**src/rtl/fsm_010_event_logger_pkg.sv**
```systemverilog
// Shared types and defaults for the FSM_010 event logger.
// Event records pair a cycle timestamp with a users_count snapshot.
package fsm_010_event_logger_pkg;

    localparam int DEF_DEPTH  = 8;
    localparam int DEF_TS_W   = 16;
    localparam int DEF_CNT_W  = 10;
    localparam int DEF_DROP_W = 8;

    typedef struct packed {
        logic [DEF_TS_W-1:0]  ts;
        logic [DEF_CNT_W-1:0] cnt;
    } fsm_event_t;

endpackage

```
**src/rtl/fsm_event_fifo.sv**
```systemverilog
// Synchronous first-word-fall-through FIFO with a level counter.
// Full/empty come from the level so pointers can wrap freely.
module fsm_event_fifo #(
    parameter int DEPTH = 8,
    parameter int W     = 26
) (
    input  logic                     clk,
    input  logic                     rst,
    input  logic                     push,
    input  logic                     pop,
    input  logic [W-1:0]             din,
    output logic [W-1:0]             dout,
    output logic [$clog2(DEPTH):0]   level,
    output logic                     full,
    output logic                     empty
);

    localparam int AW = $clog2(DEPTH);

    logic [W-1:0]  mem [DEPTH];
    logic [AW-1:0] wr_ptr;
    logic [AW-1:0] rd_ptr;
    logic [AW:0]   cnt;
    logic          do_push;
    logic          do_pop;

    // A pop on a full FIFO frees the slot the push needs.
    assign do_pop  = pop & ~empty;
    assign do_push = push & (~full | do_pop);

    always_ff @(posedge clk or negedge rst) begin
        if (!rst) begin
            wr_ptr <= '0;
            rd_ptr <= '0;
            cnt    <= '0;
        end else begin
            if (do_push) wr_ptr <= wr_ptr + 1'b1;
            if (do_pop)  rd_ptr <= rd_ptr + 1'b1;
            unique case ({do_push, do_pop})
                2'b10:   cnt <= cnt + 1'b1;
                2'b01:   cnt <= cnt - 1'b1;
                default: cnt <= cnt;
            endcase
        end
    end

    always_ff @(posedge clk) begin
        if (do_push) mem[wr_ptr] <= din;
    end

    assign dout  = mem[rd_ptr];
    assign level = cnt;
    assign full  = (cnt == (AW+1)'(DEPTH));
    assign empty = (cnt == '0);

endmodule

```
**src/rtl/fsm_010_event_logger.sv**
```systemverilog
// Captures FSM_010 detection pulses as timestamped records in a FIFO,
// with a saturating drop counter and sticky overflow flag.
module fsm_010_event_logger
    import fsm_010_event_logger_pkg::*;
#(
    parameter int DEPTH  = DEF_DEPTH,
    parameter int TS_W   = DEF_TS_W,
    parameter int CNT_W  = DEF_CNT_W,
    parameter int DROP_W = DEF_DROP_W
) (
    input  logic                      clk,
    input  logic                      rst,
    input  logic                      enable,
    input  logic                      y,
    input  logic [CNT_W-1:0]          users_count,
    output logic                      ev_valid,
    input  logic                      ev_ready,
    output logic [TS_W-1:0]           ev_ts,
    output logic [CNT_W-1:0]          ev_count,
    output logic [$clog2(DEPTH):0]    level,
    output logic                      full,
    output logic                      empty,
    output logic [DROP_W-1:0]         dropped,
    output logic                      ovf,
    input  logic                      clr_ovf
);

    localparam int RW = TS_W + CNT_W;

    logic [TS_W-1:0] ts;
    logic [RW-1:0]   rec_in;
    logic [RW-1:0]   rec_head;
    logic            push_req;
    logic            drop;

    assign push_req = enable & y;
    assign rec_in   = {ts, users_count};

    // Full implies a head exists, so ev_ready alone decides whether a slot frees up.
    assign drop = push_req & full & ~ev_ready;

    always_ff @(posedge clk or negedge rst) begin
        if (!rst) ts <= '0;
        else      ts <= ts + 1'b1;
    end

    always_ff @(posedge clk or negedge rst) begin
        if (!rst) begin
            dropped <= '0;
            ovf     <= 1'b0;
        end else if (drop) begin
            ovf     <= 1'b1;
            if (clr_ovf)             dropped <= DROP_W'(1);
            else if (dropped != '1)  dropped <= dropped + 1'b1;
        end else if (clr_ovf) begin
            ovf     <= 1'b0;
            dropped <= '0;
        end
    end

    fsm_event_fifo #(
        .DEPTH (DEPTH),
        .W     (RW)
    ) u_fifo (
        .clk   (clk),
        .rst   (rst),
        .push  (push_req),
        .pop   (ev_ready),
        .din   (rec_in),
        .dout  (rec_head),
        .level (level),
        .full  (full),
        .empty (empty)
    );

    assign ev_valid = ~empty;
    assign ev_ts    = empty ? '0 : rec_head[RW-1:CNT_W];
    assign ev_count = empty ? '0 : rec_head[CNT_W-1:0];

endmodule

```
**config.mk**
```make
export PLATFORM = sky130hd
export DESIGN_NAME = fsm_010_event_logger
export DESIGN_NICKNAME = d
export VERILOG_FILES = /design/src/rtl/fsm_010_event_logger_pkg.sv /design/src/rtl/fsm_event_fifo.sv /design/src/rtl/fsm_010_event_logger.sv
export SDC_FILE = /design/constraint.sdc
export NUM_CORES = 1
export LEC_CHECK = 0
export CORE_MARGIN = 2
export CORE_UTILIZATION = 27
export DETAILED_ROUTE_END_ITERATION = 10
export PLACE_DENSITY = 0.5
export SYNTH_ARGS = -nofsm -noshare
export SYNTH_HDL_FRONTEND = slang
export SYNTH_SLANG_ARGS = --single-unit
```
**constraint.sdc**
```tcl
create_clock -name clk -period 4.8 [get_ports clk]
set_clock_uncertainty 0.2 [all_clocks]
set_input_delay 0.72 -clock clk [delete_from_list [all_inputs] [get_ports clk]]
set_output_delay 0.72 -clock clk [all_outputs]
set_load 0.005 [all_outputs]
```
==> qor.csv, run 1 <==
metric,value,unit
cts_made_buffers,27,
fin_area,11700,µm²
crit_fanout,18,
setup-tns-final,0,ns
synthArstFlopShare,14.4,%
coreArea,35300,µm²
top_layer_used,met4,
yosys_warnings,0,
grt_max_degree,36,
p_comb_share,27.0,%
synth_top_cell_area_share,65.0,%
seqPwrFrac,42.7,%
cts.sinks,243,
powerDensity,533,nW/µm²
synth_seq_cells,243,
drtIter0Drc,282,
h-tree-depth,1,
worstSetupEndpointType,primary output,
hold_viol,0,
reg2reg_depth,7,
yosysTopAreaCell,edfxtp_1,
routed_wl,20.5,mm
antenna_found_initial,0,
cp.arrival,3.11,ns
dieWidth,193,µm
critPathLaunchType,flop,
fin_crit_sh,83.9,%
fin_crit,4.03,ns
cts_resized,0,
p_switching,1730,µW
die_height,193,µm
max_freq,248,MHz
route.met2.wl,10.7,mm
drc_errors,0,
critPathRequiredTime,3.88,ns
grt_pass1_vias,5198,
status,finished clean,
std_cell_rows,69,
insertedDiodeCount,0,
p_int,4500,µW
power_frac_clock,30.3,%
synth.most_common_cell,edfxtp_1,
viasPerCell,4.53,
overflow,0,
clk-insertion-delay-late,0.55,ns
drt_first_pass_iters,4,
finalSetupViolCount,0,
hold_buffers,0,
synthTopCellsByArea,"edfxtp_1 65%, mux4_2 12%, dfrtp_1 9.1%, mux2i_1 3.1%, nor2_1 1.5%",
seq_area_frac_synth,74.1,%
track_usage,11.3,%
rsz0062_at_grt,false,
syn_area,9610,µm²
vias,4834,
sw_frac_of_total,27.8,%
rrSetupSlack,1.93,ns
cts_buffer_depth,3,
vdd_drop_max,0.000292,V
place_area,10900,µm²
post_cts_buffers,0,
worst_slew_pin_slew,1.03,ns
synth_commonest_cells,"208 x edfxtp_1, 52 x mux4_2, 39 x nor2_1, 35 x dfrtp_1, 30 x mux2i_1",
avgSynthCellArea,19.2,µm²
clk_pin_slew,0.06,ns
reg2reg_from,u_fifo.level[1]$_DFFE_PN0P_,
wl_met3,886,µm
drt-met1-wl,8.64,mm
power_leakage,0.00401,µW
synth_fp_nets,522,
root_buffer,clkbuf_16,
r2r_end,u_fifo.level[2]$_DFFE_PN0P_,
dp.cells,1018,
wl_per_cell,19.3,µm
fin_nets,607,
ant_nets,0,
yosys_most_used_dff,edfxtp_1,
relSlewSlack,30.2,%
area_growth,21.5,%
cap_viol_max_count,0,
layout-drive-gt1-share,19.8,%
critPathKind,reg2out,
hp-class,in2async,
portBuffers,57,
fin_cells,1066,
netlist_instances,501,
initial_core_util,27.2,%
routabilityCongestion,0.707,
synth_edf_count,208,
floorplan.die_area,37100,µm²
synth.distinct_cells,41,
pin_count,58,
drv_slew,0,
grt_pass1_wl,31.4,mm
dp.final_hpwl,11.9,mm
fin_util,33.1,%
cts_tree,yes,
==> how the worst max path moves through the flow <==
stage / slack (ns) / from / cells after the start / endpoint
5_1_grt: 0.57 / u_fifo.level[1]$_DFFE_PN0P_ / 5 / ev_ts[6]
6_report: 0.77 / u_fifo.level[1]$_DFFE_PN0P_ / 5 / ev_ts[5]
3_3_place_gp: 1.28 / u_fifo.level[1]$_DFFE_PN0P_ / 5 / ev_ts[5]
4_1_cts: 0.67 / u_fifo.level[1]$_DFFE_PN0P_ / 5 / ev_ts[5]
3_5_place_dp: 1.25 / u_fifo.level[1]$_DFFE_PN0P_ / 5 / ev_ts[5]
2_1_floorplan: 0.50 / enable / 3 / u_fifo.mem[0][0]$_DFFE_PP_
==> sequential cells by signal (all words and copies together), names as in the netlist <==
| signal | flops |
|---|---|
| ts | 16 |
| ovf | 1 |
| u_fifo.rd_ptr | 3 |
| u_fifo.mem | 208 |
| u_fifo.level | 4 |
| dropped | 8 |
| u_fifo.wr_ptr | 3 |
==> routing by layer <==
metal,vias up,track usage [%]
met4,0,2.94
li1,2182,-
met1,2548,13.7
met2,81,20.9
met5,-,0
met3,23,1.84
==> cell families (layout without fill, tap and decap cells) <==
group	count (synthesis)	count (layout)	synth area share, %
adder cells (fa/ha/maj)	5	5	0.651
buffers and inverters	29	133	1.34
AO/OA/AOI/OAI	21	21	1.65
XOR/XNOR	22	22	2.00
flip-flops	243	243	74.1
multiplexers	83	83	15.4
AND/OR/NAND/NOR	98	98	4.84
==> cells in the final DEF (no fill, tap or decap), types with 16 or more instances in the layout <==
master,Yosys,layout
buf_4,0,16
edfxtp_1,208,208
nor2_1,39,36
clkbuf_16,0,27
mux4_2,52,52
clkdlybuf4s50_1,0,56
dfrtp_1,35,33
nand2_1,16,16
mux2i_1,30,30
==> through the flow <==
step                      total power (µW)  worst slack (ns)  hold slack [ns]
after floorplan                       3620             0.501            0.224
after global placement                4430              1.28            0.262
after detailed placement              4460              1.25            0.269
after CTS                             6370             0.666            0.123
after global routing                  6580             0.569            0.147
final                                 6230             0.773           0.0832
==> power groups by stage <==
| stage | clock, µW | sequential [µW] | combinational (µW) |
|---|---|---|---|
| 2_1_floorplan | 0 | 2540 | 1080 |
| 3_3_place_gp | 0 | 2690 | 1730 |
| 3_5_place_dp | 0 | 2710 | 1750 |
| 4_1_cts | 1950 | 2670 | 1750 |
| 5_1_grt | 2030 | 2690 | 1860 |
| 6_report | 1890 | 2660 | 1680 |
==> critical path, stage by stage (launching register included) <==
cell and delay [ns]:
dfrtp_1 0.51, or4_2 0.72, clkinv_1 0.35, buf_4 0.38, nor2_1 0.12, clkdlybuf4s50_1 0.47
==> layout make-up <==
cell class                 count  area [µm²]
clock buffer                  41         728
clock inverter                 7        81.3
fill                        3323       23600
inverter                      10        42.5
multi-input combinational    229        2400
sequential                   243        7130
tap                          461         577
timing repair buffer          75         726
Power figures use the tool's default switching activity.
==> run 2: changes to the inputs <==
--- a/config.mk
+++ b/config.mk
@@ -8,7 +8,7 @@
 export CORE_MARGIN = 2
 export CORE_UTILIZATION = 27
 export DETAILED_ROUTE_END_ITERATION = 10
-export PLACE_DENSITY = 0.5
+export PLACE_DENSITY = 0.52
 export SYNTH_ARGS = -nofsm -noshare
 export SYNTH_HDL_FRONTEND = slang
 export SYNTH_SLANG_ARGS = --single-unit
==> constraint.sdc (replaced) <==
create_clock -name clk -period 3.6 [get_ports clk]
set_clock_uncertainty 0.2 [all_clocks]
set_input_delay 0.54 -clock clk [delete_from_list [all_inputs] [get_ports clk]]
set_output_delay 0.54 -clock clk [all_outputs]
set_load 0.005 [all_outputs]
==> run 2 against run 1 <==
Effect of this change: die area is the same; critical path type unchanged; setup slack lost 0.63 ns; total power is 38% higher; clock power is 35% higher; utilization rose by 0.69 points; final cell count rose by 1.2%; hold slack better by 0.25 ns.
==> qor.csv, run 2 (synthesized netlist as in run 1, its figures left out) <==
metric,value,unit
status,finished clean,
cts_resized,0,
crit_chain,or4_2 -> clkinv_1 -> buf_4 -> nor2_1 -> clkdlybuf4s50_1,
critPathLaunchType,flop,
drt_first_pass_iters,4,
dieWidth,193,µm
crit_end,ev_count[8],
layout_commonest_cell,edfxtp_1,
largest_reg_flops,208,
h-tree-depth,1,
cts_made_buffers,26,
dp.cells,1019,
relSlewSlack,36.4,%
root_buffer,clkbuf_16,
place_area,11000,µm²
area_growth,24.0,%
coreArea,35300,µm²
std_cell_rows,69,
overflow,0,
routed_wl,20.6,mm
critPathRequiredTime,2.86,ns
worstSetupEndpointType,primary output,
layout-drive-gt1-share,22.2,%
hp-class,reg2reg,
cap_viol_max_count,0,
worst_slew_pin_slew,0.942,ns
setup-tns-final,0,ns
rrSetupSlack,0.84,ns
antenna_found_initial,0,
reg2reg_from,u_fifo.level[1]$_DFFE_PN0P_,
critPathKind,reg2out,
hold_viol,0,
regMostFlops,u_fifo.mem,
max_freq,289,MHz
fillCellCount,3300,
clk-insertion-delay-late,0.52,ns
grt_pass1_vias,5281,
cts_buffer_depth,3,
top_regs,"u_fifo.mem x208, ts x16, dropped x8",
rsz0062_at_grt,false,
fin_cells,1079,
pin_count,58,
die_height,193,µm
portBuffers,57,
finalSetupViolCount,0,
drv_slew,0,
track_usage,11.4,%
crit_start,u_fifo.level[1]$_DFFE_PN0P_,
grt_max_degree,36,
cpPeakStageDelay,0.74,ns
fin_crit,3.46,ns
clk_pin_slew,0.06,ns
fin_nets,620,
insertedDiodeCount,0,
powerDensity,719,nW/µm²
floorplan.die_area,37100,µm²
vias,4878,
routabilityCongestion,0.722,
reg2reg_depth,7,
cp_slowest_cell,or4_2,
power_leakage,0.00413,µW
hold_ws,0.333,ns
cts_tree,yes,
layout_common_cells,"208 x edfxtp_1, 56 x clkdlybuf4s50_1, 52 x mux4_2",
worst_slack,0.143,ns
crit_fanout,16,
cts.sinks,243,
dp.final_hpwl,11.9,mm
wl_per_cell,19.1,µm
vdd_drop_max,0.000338,V
grt_pass1_wl,31.9,mm
cp.arrival,2.72,ns
drc_errors,0,
fin_crit_sh,96.0,%
ant_nets,0,
viasPerCell,4.52,
fin_area,11900,µm²
dp_worst_setup_slack,0.572,ns
r2r_end,u_fifo.level[2]$_DFFE_PN0P_,
drtIter0Drc,373,
initial_core_util,27.2,%
-- run 2: cell count changes in the layout (fill, tap and decap cells not counted), sizes merged --
| cell | before | now |
|---|---|---|
| bufinv | 1 | 2 |
| inv | 9 | 8 |
| buf | 19 | 32 |
| clkinvlp | 2 | 1 |
| dlygate4sd3 | 0 | 1 |
| clkbuf | 41 | 35 |
| clkinv | 5 | 11 |
-- run 2: power by group --
| group | total (µW) | internal [µW] | switching [µW] |
|---|---|---|---|
| Clock | 2560 | 1530 | 1030 |
| Sequential | 3470 | 3250 | 214 |
| Combinational | 2550 | 1440 | 1100 |
-- run 2: how the worst min path moves through the flow --
stage / startpoint / to / slack (ns) / cells past startpoint
global placement: ovf$_DFFE_PN0P_ / ovf$_DFFE_PN0P_ / 0.32 / 2
global route: ovf$_DFFE_PN0P_ / ovf$_DFFE_PN0P_ / 0.37 / 2
detailed placement: ovf$_DFFE_PN0P_ / ovf$_DFFE_PN0P_ / 0.33 / 2
finish: ovf$_DFFE_PN0P_ / ovf$_DFFE_PN0P_ / 0.33 / 2
floorplan: rst / dropped[0]$_DFFE_PN0P_ / 0.04 / 0
CTS: ovf$_DFFE_PN0P_ / ovf$_DFFE_PN0P_ / 0.34 / 2
-- run 2: cell type report --
cell class | instances | area [µm²] | area share (%)
inverter | 10 | 42.5 | 0.357
clock inverter | 12 | 108 | 0.903
clock buffer | 35 | 716 | 6.00
multi-input combinational | 229 | 2400 | 20.2
tap | 461 | 577 | 4.84
sequential | 243 | 7130 | 59.8
timing repair buffer | 89 | 946 | 7.94
-- run 2: stage by stage --
step                      power, µW  util (%)
after global placement         5980      31.1
after global routing           9030      33.8
after detailed placement       6020      31.1
after CTS                      8620      33.4
after floorplan                4830         -
final                          8580      33.8
-- run 2: what timing repair did --
action	in CTS	in global routing
setup endpoints to repair	0	9
hold endpoints to repair	35	0
hold buffers	1	0
setup buffers	0	12
-- run 2: critical path: cells and delay by family, from the launching register on --
kind | cells | cell delay (ns)
buffers and inverters | 3 | 0.83
flip-flops | 1 | 0.50
AND/OR/NAND/NOR | 2 | 0.86
-- run 2: routing by layer --
layer / track usage, % / wire (µm)
met1: 14.8 / 9050
met2: 20.0 / 10500
met3: 1.93 / 720
met4: 2.64 / 357
met5: 0 / 0
